### config.mk
export PLATFORM = sky130hd
export DESIGN_NAME = aq_mmu_sysmap_ctrl
export DESIGN_NICKNAME = d
export VERILOG_FILES = /design/src/rtl/aq_mmu_sysmap_ctrl_pkg.sv /design/src/rtl/aq_mmu_sysmap_ctrl_rr.sv /design/src/rtl/aq_mmu_sysmap_ctrl.sv
export SDC_FILE = /design/constraint.sdc
export NUM_CORES = 1
export LEC_CHECK = 0
export ABC_CLOCK_PERIOD_IN_PS = 2800
export CORE_MARGIN = 1
export CORE_UTILIZATION = 35
export DETAILED_ROUTE_END_ITERATION = 12
export PLACE_DENSITY = 0.73
export SYNTH_ARGS = -nofsm -noshare
export SYNTH_HDL_FRONTEND = slang
export SYNTH_SLANG_ARGS = --single-unit
### constraint.sdc
create_clock -name cpuclk -period 2.8 [get_ports cpuclk]
set_input_delay 0.56 -clock cpuclk [delete_from_list [all_inputs] [get_ports cpuclk]]
set_output_delay 0.56 -clock cpuclk [all_outputs]
set_load 0.01 [all_outputs]
### src/rtl/aq_mmu_sysmap_ctrl_pkg.sv
//============================================================================
// aq_mmu_sysmap_ctrl_pkg: shared MMU sysmap types, requester indices, widths
// Rev 1.0
//============================================================================
`default_nettype none

package aq_mmu_sysmap_ctrl_pkg;

  localparam int FLG_W_DEF = 5;

  localparam logic [1:0] PTW = 2'd0;
  localparam logic [1:0] LSU = 2'd1;
  localparam logic [1:0] IFU = 2'd2;

  typedef enum logic [1:0] {
    ST_IDLE   = 2'd0,
    ST_LOOKUP = 2'd1,
    ST_RESP   = 2'd2
  } sysmap_st_e;

  function automatic logic [1:0] onehot_idx(input logic [2:0] oh);
    logic [1:0] idx;
    idx = PTW;
    if (oh[1]) idx = LSU;
    else if (oh[2]) idx = IFU;
    return idx;
  endfunction

endpackage

`default_nettype wire

### src/rtl/aq_mmu_sysmap_ctrl_rr.sv
//============================================================================
// aq_mmu_sysmap_rr: 3-way round-robin selector, priority starts after last grant
// Rev 1.0
//============================================================================
`default_nettype none

module aq_mmu_sysmap_rr
  import aq_mmu_sysmap_ctrl_pkg::*;
(
  input  logic       clk,
  input  logic       rst,
  input  logic [2:0] i_req,
  input  logic       i_adv,
  output logic [2:0] o_gnt
);

  logic [1:0] r_last;
  logic [2:0] w_rot;
  logic [2:0] w_pick;

  // Rotate so bit 0 is the requester right after the last winner, pick lowest, rotate back
  always_comb begin
    w_rot  = i_req;
    w_pick = 3'b000;
    o_gnt  = 3'b000;
    case (r_last)
      PTW:     w_rot = {i_req[0], i_req[2], i_req[1]};
      LSU:     w_rot = {i_req[1], i_req[0], i_req[2]};
      default: w_rot = i_req;
    endcase
    if (w_rot[0])      w_pick = 3'b001;
    else if (w_rot[1]) w_pick = 3'b010;
    else if (w_rot[2]) w_pick = 3'b100;
    case (r_last)
      PTW:     o_gnt = {w_pick[1], w_pick[0], w_pick[2]};
      LSU:     o_gnt = {w_pick[0], w_pick[2], w_pick[1]};
      default: o_gnt = w_pick;
    endcase
  end

  always_ff @(posedge clk) begin
    if (rst) begin
      r_last <= IFU;
    end else if (i_adv && (o_gnt != 3'b000)) begin
      r_last <= onehot_idx(o_gnt);
    end
  end

endmodule

`default_nettype wire

### src/rtl/aq_mmu_sysmap_ctrl.sv
//============================================================================
// aq_mmu_sysmap_ctrl: arbitrated sysmap lookup front-end with one-entry result cache
// Rev 1.0
//============================================================================
`default_nettype none

module aq_mmu_sysmap_ctrl
  import aq_mmu_sysmap_ctrl_pkg::*;
#(
  parameter int PA_W  = 28,
  parameter int FLG_W = FLG_W_DEF
) (
  input  logic             cpuclk,
  input  logic             cpurst,
  input  logic             ptw_sysmap_vld,
  input  logic             lsu_sysmap_vld,
  input  logic             ifu_sysmap_vld,
  input  logic [PA_W-1:0]  ptw_sysmap_pa,
  input  logic [PA_W-1:0]  lsu_sysmap_pa,
  input  logic [PA_W-1:0]  ifu_sysmap_pa,
  output logic [2:0]       ctrl_req_gnt,
  output logic [PA_W-1:0]  ctrl_sysmap_pa,
  input  logic [FLG_W-1:0] sysmap_ctrl_flg,
  output logic             ctrl_rsp_vld,
  output logic [2:0]       ctrl_rsp_id,
  output logic [FLG_W-1:0] ctrl_rsp_flg,
  input  logic [2:0]       rsp_rdy,
  input  logic             mmu_flush,
  input  logic             sysmap_cfg_upd
);

  sysmap_st_e       r_state;
  sysmap_st_e       w_state_nxt;
  logic [2:0]       w_req;
  logic [2:0]       w_rr_gnt;
  logic [2:0]       r_gnt;
  logic [2:0]       r_id;
  logic [PA_W-1:0]  r_pa;
  logic [PA_W-1:0]  w_pa_sel;
  logic [PA_W-1:0]  r_cache_pa;
  logic [FLG_W-1:0] r_cache_flg;
  logic [FLG_W-1:0] r_rsp_flg;
  logic             r_cache_vld;
  logic             r_rsp_vld;
  logic             w_take;
  logic             w_hit;
  logic             w_rdy;
  logic             w_fill;

  assign w_req = {ifu_sysmap_vld, lsu_sysmap_vld, ptw_sysmap_vld};

  aq_mmu_sysmap_rr u_rr (
    .clk   (cpuclk),
    .rst   (cpurst),
    .i_req (w_req),
    .i_adv (w_take),
    .o_gnt (w_rr_gnt)
  );

  // The grant-pulse cycle stays in IDLE and resolves hit/miss against the latched pa
  always_comb begin
    w_state_nxt = r_state;
    w_take      = 1'b0;
    w_fill      = 1'b0;
    w_hit       = r_cache_vld && (r_cache_pa == r_pa);
    w_rdy       = |(rsp_rdy & r_id);
    case (w_rr_gnt)
      3'b010:  w_pa_sel = lsu_sysmap_pa;
      3'b100:  w_pa_sel = ifu_sysmap_pa;
      default: w_pa_sel = ptw_sysmap_pa;
    endcase
    case (r_state)
      ST_IDLE: begin
        if (r_gnt != 3'b000) w_state_nxt = w_hit ? ST_RESP : ST_LOOKUP;
        else                 w_take      = |w_req;
      end
      ST_LOOKUP: begin
        w_state_nxt = ST_RESP;
        w_fill      = !sysmap_cfg_upd;
      end
      ST_RESP: begin
        if (w_rdy) w_state_nxt = ST_IDLE;
      end
      default: w_state_nxt = ST_IDLE;
    endcase
    if (mmu_flush) begin
      w_state_nxt = ST_IDLE;
      w_take      = 1'b0;
      w_fill      = 1'b0;
    end
  end

  always_ff @(posedge cpuclk) begin
    if (cpurst) r_state <= ST_IDLE;
    else        r_state <= w_state_nxt;
  end

  always_ff @(posedge cpuclk) begin
    if (cpurst) begin
      r_gnt       <= 3'b000;
      r_id        <= 3'b000;
      r_pa        <= '0;
      r_rsp_vld   <= 1'b0;
      r_rsp_flg   <= '0;
      r_cache_vld <= 1'b0;
      r_cache_pa  <= '0;
      r_cache_flg <= '0;
    end else begin
      r_gnt     <= w_take ? w_rr_gnt : 3'b000;
      r_rsp_vld <= (w_state_nxt == ST_RESP);
      if (w_take) begin
        r_pa <= w_pa_sel;
        r_id <= w_rr_gnt;
      end
      if (r_state == ST_LOOKUP) begin
        r_rsp_flg <= sysmap_ctrl_flg;
      end else if ((r_state == ST_IDLE) && (w_state_nxt == ST_RESP)) begin
        r_rsp_flg <= r_cache_flg;
      end
      // A config update always beats a same-cycle fill
      if (sysmap_cfg_upd) r_cache_vld <= 1'b0;
      else if (w_fill)    r_cache_vld <= 1'b1;
      if (w_fill) begin
        r_cache_pa  <= r_pa;
        r_cache_flg <= sysmap_ctrl_flg;
      end
    end
  end

  assign ctrl_req_gnt   = r_gnt;
  assign ctrl_sysmap_pa = r_pa;
  assign ctrl_rsp_vld   = r_rsp_vld;
  assign ctrl_rsp_id    = r_id;
  assign ctrl_rsp_flg   = r_rsp_flg;

endmodule

`default_nettype wire

# Yosys cells after proc, flatten, opt, wreduce, memory -nomap -nowiden
# Index checks and enable logic that the tools add are counted.
word_totals:
  reg_bits: 78
  inputBits: 99
  out_inout_bits: 40
op_classes:
  eq_ne: 7
  n_mux: 20
  n_bitwise: 2
  n_reduce_logical: 13
ops:
  columns: ["operator", "n"]
  rows:
  - ["one-hot mux 28 bit (2 select lines)", 1]
  - ["equality test 28 bit", 1]
  - ["two-way mux 2 bit", 6]
  - ["one-hot mux 3 bit (2 select lines)", 2]
  - ["two-way mux 5 bit", 2]
  - ["two-way mux 3 bit", 3]
  - ["one-hot mux 2 bit (3 select lines)", 1]
  - ["nonzero test 3 bit", 2]
  - ["OR reduction 3 bit", 2]
  - ["two-way mux 1 bit", 5]
  - ["equality test 2 x 1 -> 1 bit, second input constant", 2]
  - ["equality test 2 bit, second input constant", 2]
  - ["logical NOT 2 bit", 2]
  - ["OR reduction 2 bit", 2]
  - ["bitwise AND 3 bit", 1]
  - ["equality test 3 x 2 -> 1 bit, second input constant", 1]
  - ["equality test 3 bit, second input constant", 1]
  - ["logical AND 1 bit", 3]
  - ["nonzero test 2 bit", 1]
  - ["logical NOT 1 bit", 1]
  - ["inverter 1 bit", 1]

# Depth between registers and ports, before layout
depth:
  ltp_word: 10
  mapped_depth: 8
  ltp_nobuf: 6

# Cells and area by module
# A second synthesis with hierarchy kept.
hier_totals:
  cells_unflattened: 438
  hier_area_um2: 3712.3
by_module_without_submodules:
  columns: ["mod", "instances", "cells_each", "area_per_inst_um2", "seq_area_each_um2"]
  rows:
  - ["aq_mmu_sysmap_ctrl", 1, 419, 3557.2, 1521.5]
  - ["aq_mmu_sysmap_rr", 1, 19, 155.1, 40.0]

# Worst setup path before layout
# No wires, ideal clock.
synth_timing:
  kind: "reg-to-reg"
  startpoint: "register r_pa[7] (netlist: ctrl_sysmap_pa[7])"
  endpoint: "register r_rsp_flg[0] (netlist: ctrl_rsp_flg[0])"
  setup_ns: 0.122
  arrival_time_ns: 1.781
  required_ns: 2.678
  slack_ns: 0.897
  stages_incl_launch_ff: 7
  n_path_buf: 0
  cell_sequence: "dfxtp_1 > nand2b_1 > o2111ai_1 > or4_4 > nor4_4 > o21ai_1 > o311a_1"
synth_via:
  elab_chain_cells: 9
synth_rtl:
  columns: ["element", "line", "rtl"]
  rows:
  - ["from (decl)", "aq_mmu_sysmap_ctrl.sv:38", "logic [PA_W-1:0] r_pa;"]
  - ["from (signal assigned)", "aq_mmu_sysmap_ctrl.sv:112", "r_pa <= w_pa_sel;"]
  - ["equality test 28 bit", "aq_mmu_sysmap_ctrl.sv:65", "w_hit = r_cache_vld && (r_cache_pa == r_pa);"]
  - ["logical AND 1 bit", "aq_mmu_sysmap_ctrl.sv:65", null]
  - ["two-way mux 2 bit (2 in series)", "aq_mmu_sysmap_ctrl.sv:74", "if (r_gnt != 3'b000) w_state_nxt = w_hit ? ST_RESP : ST_LOOKUP;"]
  - ["one-hot mux 2 bit (3 select lines)", "aq_mmu_sysmap_ctrl.sv:72", "case (r_state)"]
  - ["two-way mux 2 bit", "aq_mmu_sysmap_ctrl.sv:86", "if (mmu_flush) begin"]
  - ["equality test 2 bit", "aq_mmu_sysmap_ctrl.sv:117", "end else if ((r_state == ST_IDLE) && (w_state_nxt == ST_RESP)) begin"]
  - ["logical AND 1 bit", "aq_mmu_sysmap_ctrl.sv:117", null]
  - ["nonzero test 2 bit (no source line)", null, null]
  - ["to (signal assigned)", "aq_mmu_sysmap_ctrl.sv:116", "r_rsp_flg <= sysmap_ctrl_flg;"]
  - ["to (signal assigned)", "aq_mmu_sysmap_ctrl.sv:118", "r_rsp_flg <= r_cache_flg;"]
  - ["to (decl)", "aq_mmu_sysmap_ctrl.sv:42", "logic [FLG_W-1:0] r_rsp_flg;"]
# No other way between the ends.
# A chain may end at the register's enable or synchronous reset.

# Worst setup path in the final report
layout_timing:
  startpoint: "input port lsu_sysmap_vld"
  endpoint: "register r_pa[12] (netlist: ctrl_sysmap_pa[12])"
layout_via:
  elab_chain_cells: 7
  word_cells_on_any_way: 12
  classes_between: "2 x eq/ne; 9 x mux; 1 x reduce/logical"
layout_rtl:
  columns: ["element", "line", "rtl"]
  rows:
  - ["from (decl)", "aq_mmu_sysmap_ctrl.sv:16", "input logic lsu_sysmap_vld,"]
  - ["one-hot mux 3 bit (2 select lines)", "aq_mmu_sysmap_ctrl_rr.sv:26", "case (r_last)"]
  - ["two-way mux 3 bit", "aq_mmu_sysmap_ctrl_rr.sv:33", "else if (w_rot[2]) w_pick = 3'b100;"]
  - ["two-way mux 3 bit", "aq_mmu_sysmap_ctrl_rr.sv:32", "else if (w_rot[1]) w_pick = 3'b010;"]
  - ["two-way mux 3 bit", "aq_mmu_sysmap_ctrl_rr.sv:31", "if (w_rot[0]) w_pick = 3'b001;"]
  - ["one-hot mux 3 bit (2 select lines)", "aq_mmu_sysmap_ctrl_rr.sv:34", "case (r_last)"]
  - ["equality test 3 bit or equality test 3 x 2 -> 1 bit (tied branches)", "aq_mmu_sysmap_ctrl.sv:67", "case (w_rr_gnt)"]
  - ["one-hot mux 28 bit (2 select lines)", "aq_mmu_sysmap_ctrl.sv:67", null]
# Several ways; a longest one is shown, not always the timed one.

==> flow_summary_export.csv <==
group,metric,value,unit
final_layout,fin_cells,702,
clocking,cts_setup_buffers,0,
critical_path,max_stage_delay,0.61,ns
critical_path,worstReg2RegEnd,"ctrl_rsp_flg[1]$_SDFFE_PP0P_",
timing,finalCritPeriodShare,0.811,
critical_path,reg2reg_from,"ctrl_sysmap_pa[4]$_SDFFE_PP0P_",
critical_path,crit_start,"lsu_sysmap_vld",
yosys,synth-async-reset-ratio,0,
yosys,ys_seq_elements,78,
pwr,combPwrFrac,0.225,
worst_hold_path,holdCritPathClass,"reg2reg",
yosys,syn_nets,532,
timing,relSlewSlack,0.458,
final_layout,drive_above_1_share,0.0668,
drt,vias,3669,
yosys,yosysTopAreaCell,"dfxtp_1",
place,place_inst,686,
drt,wl_met3,583,um
critical_path,rr_worst_depth,6,
final_layout,fin_util,0.542,
clocking,cts_buffers,9,
yosys,ys.warnings.count,0,
critical_path,critPathMaxFanout,24,
critical_path,cp.required,3.07,ns
floorplanning,fp-row-count,36,
place,hpwlAfterDp,8260,um
timing,skew,0.00781,ns
drt,wl_per_cell,15.7,um
timing,finalHoldViolations,0,
pwr,swShare,0.270,
flow_run,maxCapViolCount,0,
clocking,htree_levels,3,
pwr,switching_power,756,uW
pwr,seqPwrFrac,0.445,
yosys,synthMostInstantiatedCell,"nand2_1",
clocking,cts.repair.resized,0,
critical_path,critPathTopFamily,"buffers and inverters",
drt,viasPerCell,5.23,
run_status,status,"completed",
floorplanning,initial_core_util,0.361,
final_layout,syn_to_final_growth,49.8,%
drt,detailedRoute.firstIterationViolations,190,
floorplanning,die-area,0.0105,mm2
critical_path,crit_chain,"clkdlybuf4s50_1, nor2b_1, o22ai_1, and2_1, buf_4, nor2_2, buf_4, a21oi_1, nor3_1",
drt,drtPass1Iterations,5,
place,portBuffers,138,
global_routing,grt_pass1_wl,17100,um
critical_path,start_kind,"input port",
clocking,cts_tree,"yes",
floorplanning,core,0.00982,mm2
yosys,synth_cell_types,41,
clocking,clk_pin_slew,0.08,ns
global_routing,track_usage,0.213,
timing,setup-violations-final,0,
pwr,internal_power,2.04,mW
yosys,synth_edf_count,0,
floorplanning,dieWidth,103,um
critical_path,cp-end-kind,"register",
worst_hold_path,worst_hold_startpoint,"r_cache_flg[2]$_SDFFE_PP0P_",
critical_path,slowest_stage,"clkdlybuf4s50_1",
drt,final_antenna_net_count,0,
yosys,syn_inst,433,
global_routing,gr-total-overflow,0,
drt,highest_layer,"met4",
pwr,power_density,526,mW/mm2
worst_hold_path,hold_depth,2,
clocking,clock_path_buffers,2,
critical_path,crit_buf_inv,3,
worst_hold_path,holdPathEnd,"r_cache_flg[2]$_SDFFE_PP0P_",
pwr,p_leak,1.97,nW
critical_path,arrival,2.55,ns
pwr,pwr-share-clk,0.331,
timing,max_freq,440,MHz
timing,tightest_slew,0.806,ns
drt,route.met2.wl,5530,um
timing,setup_tns,0,ns
timing,fin_crit,2.27,ns
critical_path,crit_path_frequent_cell,"buf_4",
yosys,synth_ff_type,"dfxtp_1",
floorplanning,io_pins,139,
drt,routed_wl,11000,um
pwr,peakVddDrop,305,uV
final_layout,antennaDiodeCount,0,
critical_path,path_class,"in2reg",
timing,holdWs,0.457,ns
drt,drc,0,
place,gp_congestion,0.862,
global_routing,antenna_found_initial,0,
clocking,insertion_delay,0.35,ns
yosys,ys_seq_area_frac,0.440,
floorplanning,die_h,103,um
global_routing,grt_pass1_vias,3522,
final_layout,layout.nets,663,
global_routing,grt_max_degree,40,
yosys,syn_avg_cell_area,8.20,um2
yosys,synth_area_leaders,"dfxtp_1 (44%), a21oi_1 (9.3%), nand2_1 (8.4%), a221o_1 (6.8%), nor3_1 (4.2%)",
pwr,power,2.80,mW
yosys,synth_top_area_share,0.440,
yosys,synth_area,0.00355,mm2
clocking,cts_sinks,78,
drt,wl_met1,4670,um
timing,rsz0062_at_grt,"false",
critical_path,rrSetupSlack,0.56,ns
yosys,synth_common_cells,"nand2_1 (79), dfxtp_1 (78), a21oi_1 (66)",
clocking,clock-root-buffer,"clkbuf_8",
clocking,hold_buffers,0,
timing,drv_slew,0,
==> how the worst max path moves through the flow <==
stage                                      endpoint  depth (start not counted)
global placement     ctrl_sysmap_pa[7]$_SDFFE_PP0P_                          8
floorplan              ctrl_rsp_flg[0]$_SDFFE_PP0P_                          6
detailed placement  ctrl_sysmap_pa[12]$_SDFFE_PP0P_                          9
global route         ctrl_sysmap_pa[8]$_SDFFE_PP0P_                          9
CTS                 ctrl_sysmap_pa[12]$_SDFFE_PP0P_                          9
finish              ctrl_sysmap_pa[12]$_SDFFE_PP0P_                          9
==> state kept, by name, indices dropped and copies added (netlist names) <==
| register | cells |
|---|---|
| ctrl_rsp_vld | 1 |
| r_state | 2 |
| r_cache_pa | 28 |
| ctrl_rsp_id | 3 |
| ctrl_rsp_flg | 5 |
| u_rr.r_last | 2 |
| r_cache_vld | 1 |
| ctrl_req_gnt | 3 |
| ctrl_sysmap_pa | 28 |
| r_cache_flg | 5 |
==> per-stage QoR <==
stage	setup WS, ns	area (um2)
floorplan	0.897	3550
global placement	0.290	5100
detailed placement	0.184	5100
CTS	0.526	5320
global route	0.388	5320
finish	0.528	5320
==> layout make-up <==
cell class / instances / area (um2)
Fill cell: 942 / 4500
Multi-Input combinational cell: 313 / 1840
Sequential cell: 78 / 1560
Timing Repair Buffer: 153 / 1500
Tap cell: 133 / 166
Clock buffer: 12 / 145
Clock inverter: 4 / 70.1
Inverter: 9 / 33.8
==> power groups by stage <==
stage          clock (mW)  sequential, mW  combinational (mW)
2_1_floorplan           0            1.27               0.271
3_3_place_gp            0            1.27               0.616
3_5_place_dp            0            1.27               0.627
4_1_cts             0.935            1.24               0.630
5_1_grt             0.990            1.25               0.679
6_report            0.924            1.24               0.628
==> cell families (layout without fill, tap and decap cells) <==
family,count (synthesis),in the layout,share of synthesized area
simple gates,165,165,0.215
compound gates,123,123,0.235
flops,78,78,0.440
mux,5,5,0.0141
xor+xnor,20,20,0.0493
buf+inv,42,178,0.0458
==> per-layer routing <==
layer | track usage | up-vias
met5 | 0 | -
met4 | 0.0912 | 0
met3 | 0.0400 | 18
met2 | 0.367 | 122
met1 | 0.258 | 1725
li1 | - | 1804
==> worst reg2reg max path, cell delays in order, from the launching register on <==
cell	delay (ns)
dfxtp_1	0.35
xor2_1	0.17
nor4_1	0.52
nand4_1	0.23
nor4_4	0.58
o21ai_1	0.13
o311a_1	0.16
==> cells in the final DEF, fill, tap and decap left out, drive strengths merged, types with 9 or more instances in the layout <==
| cell type | Yosys | layout |
|---|---|---|
| nand2 | 80 | 80 |
| clkbuf | 27 | 12 |
| o21ai | 9 | 9 |
| dfxtp | 78 | 78 |
| buf | 6 | 16 |
| nor3 | 30 | 30 |
| nor2 | 29 | 29 |
| xor2 | 16 | 16 |
| a221o | 24 | 24 |
| a21oi | 66 | 66 |
| clkdlybuf4s50 | 0 | 137 |
| inv | 9 | 9 |
Note: power is estimated with default switching activity, not from simulation.
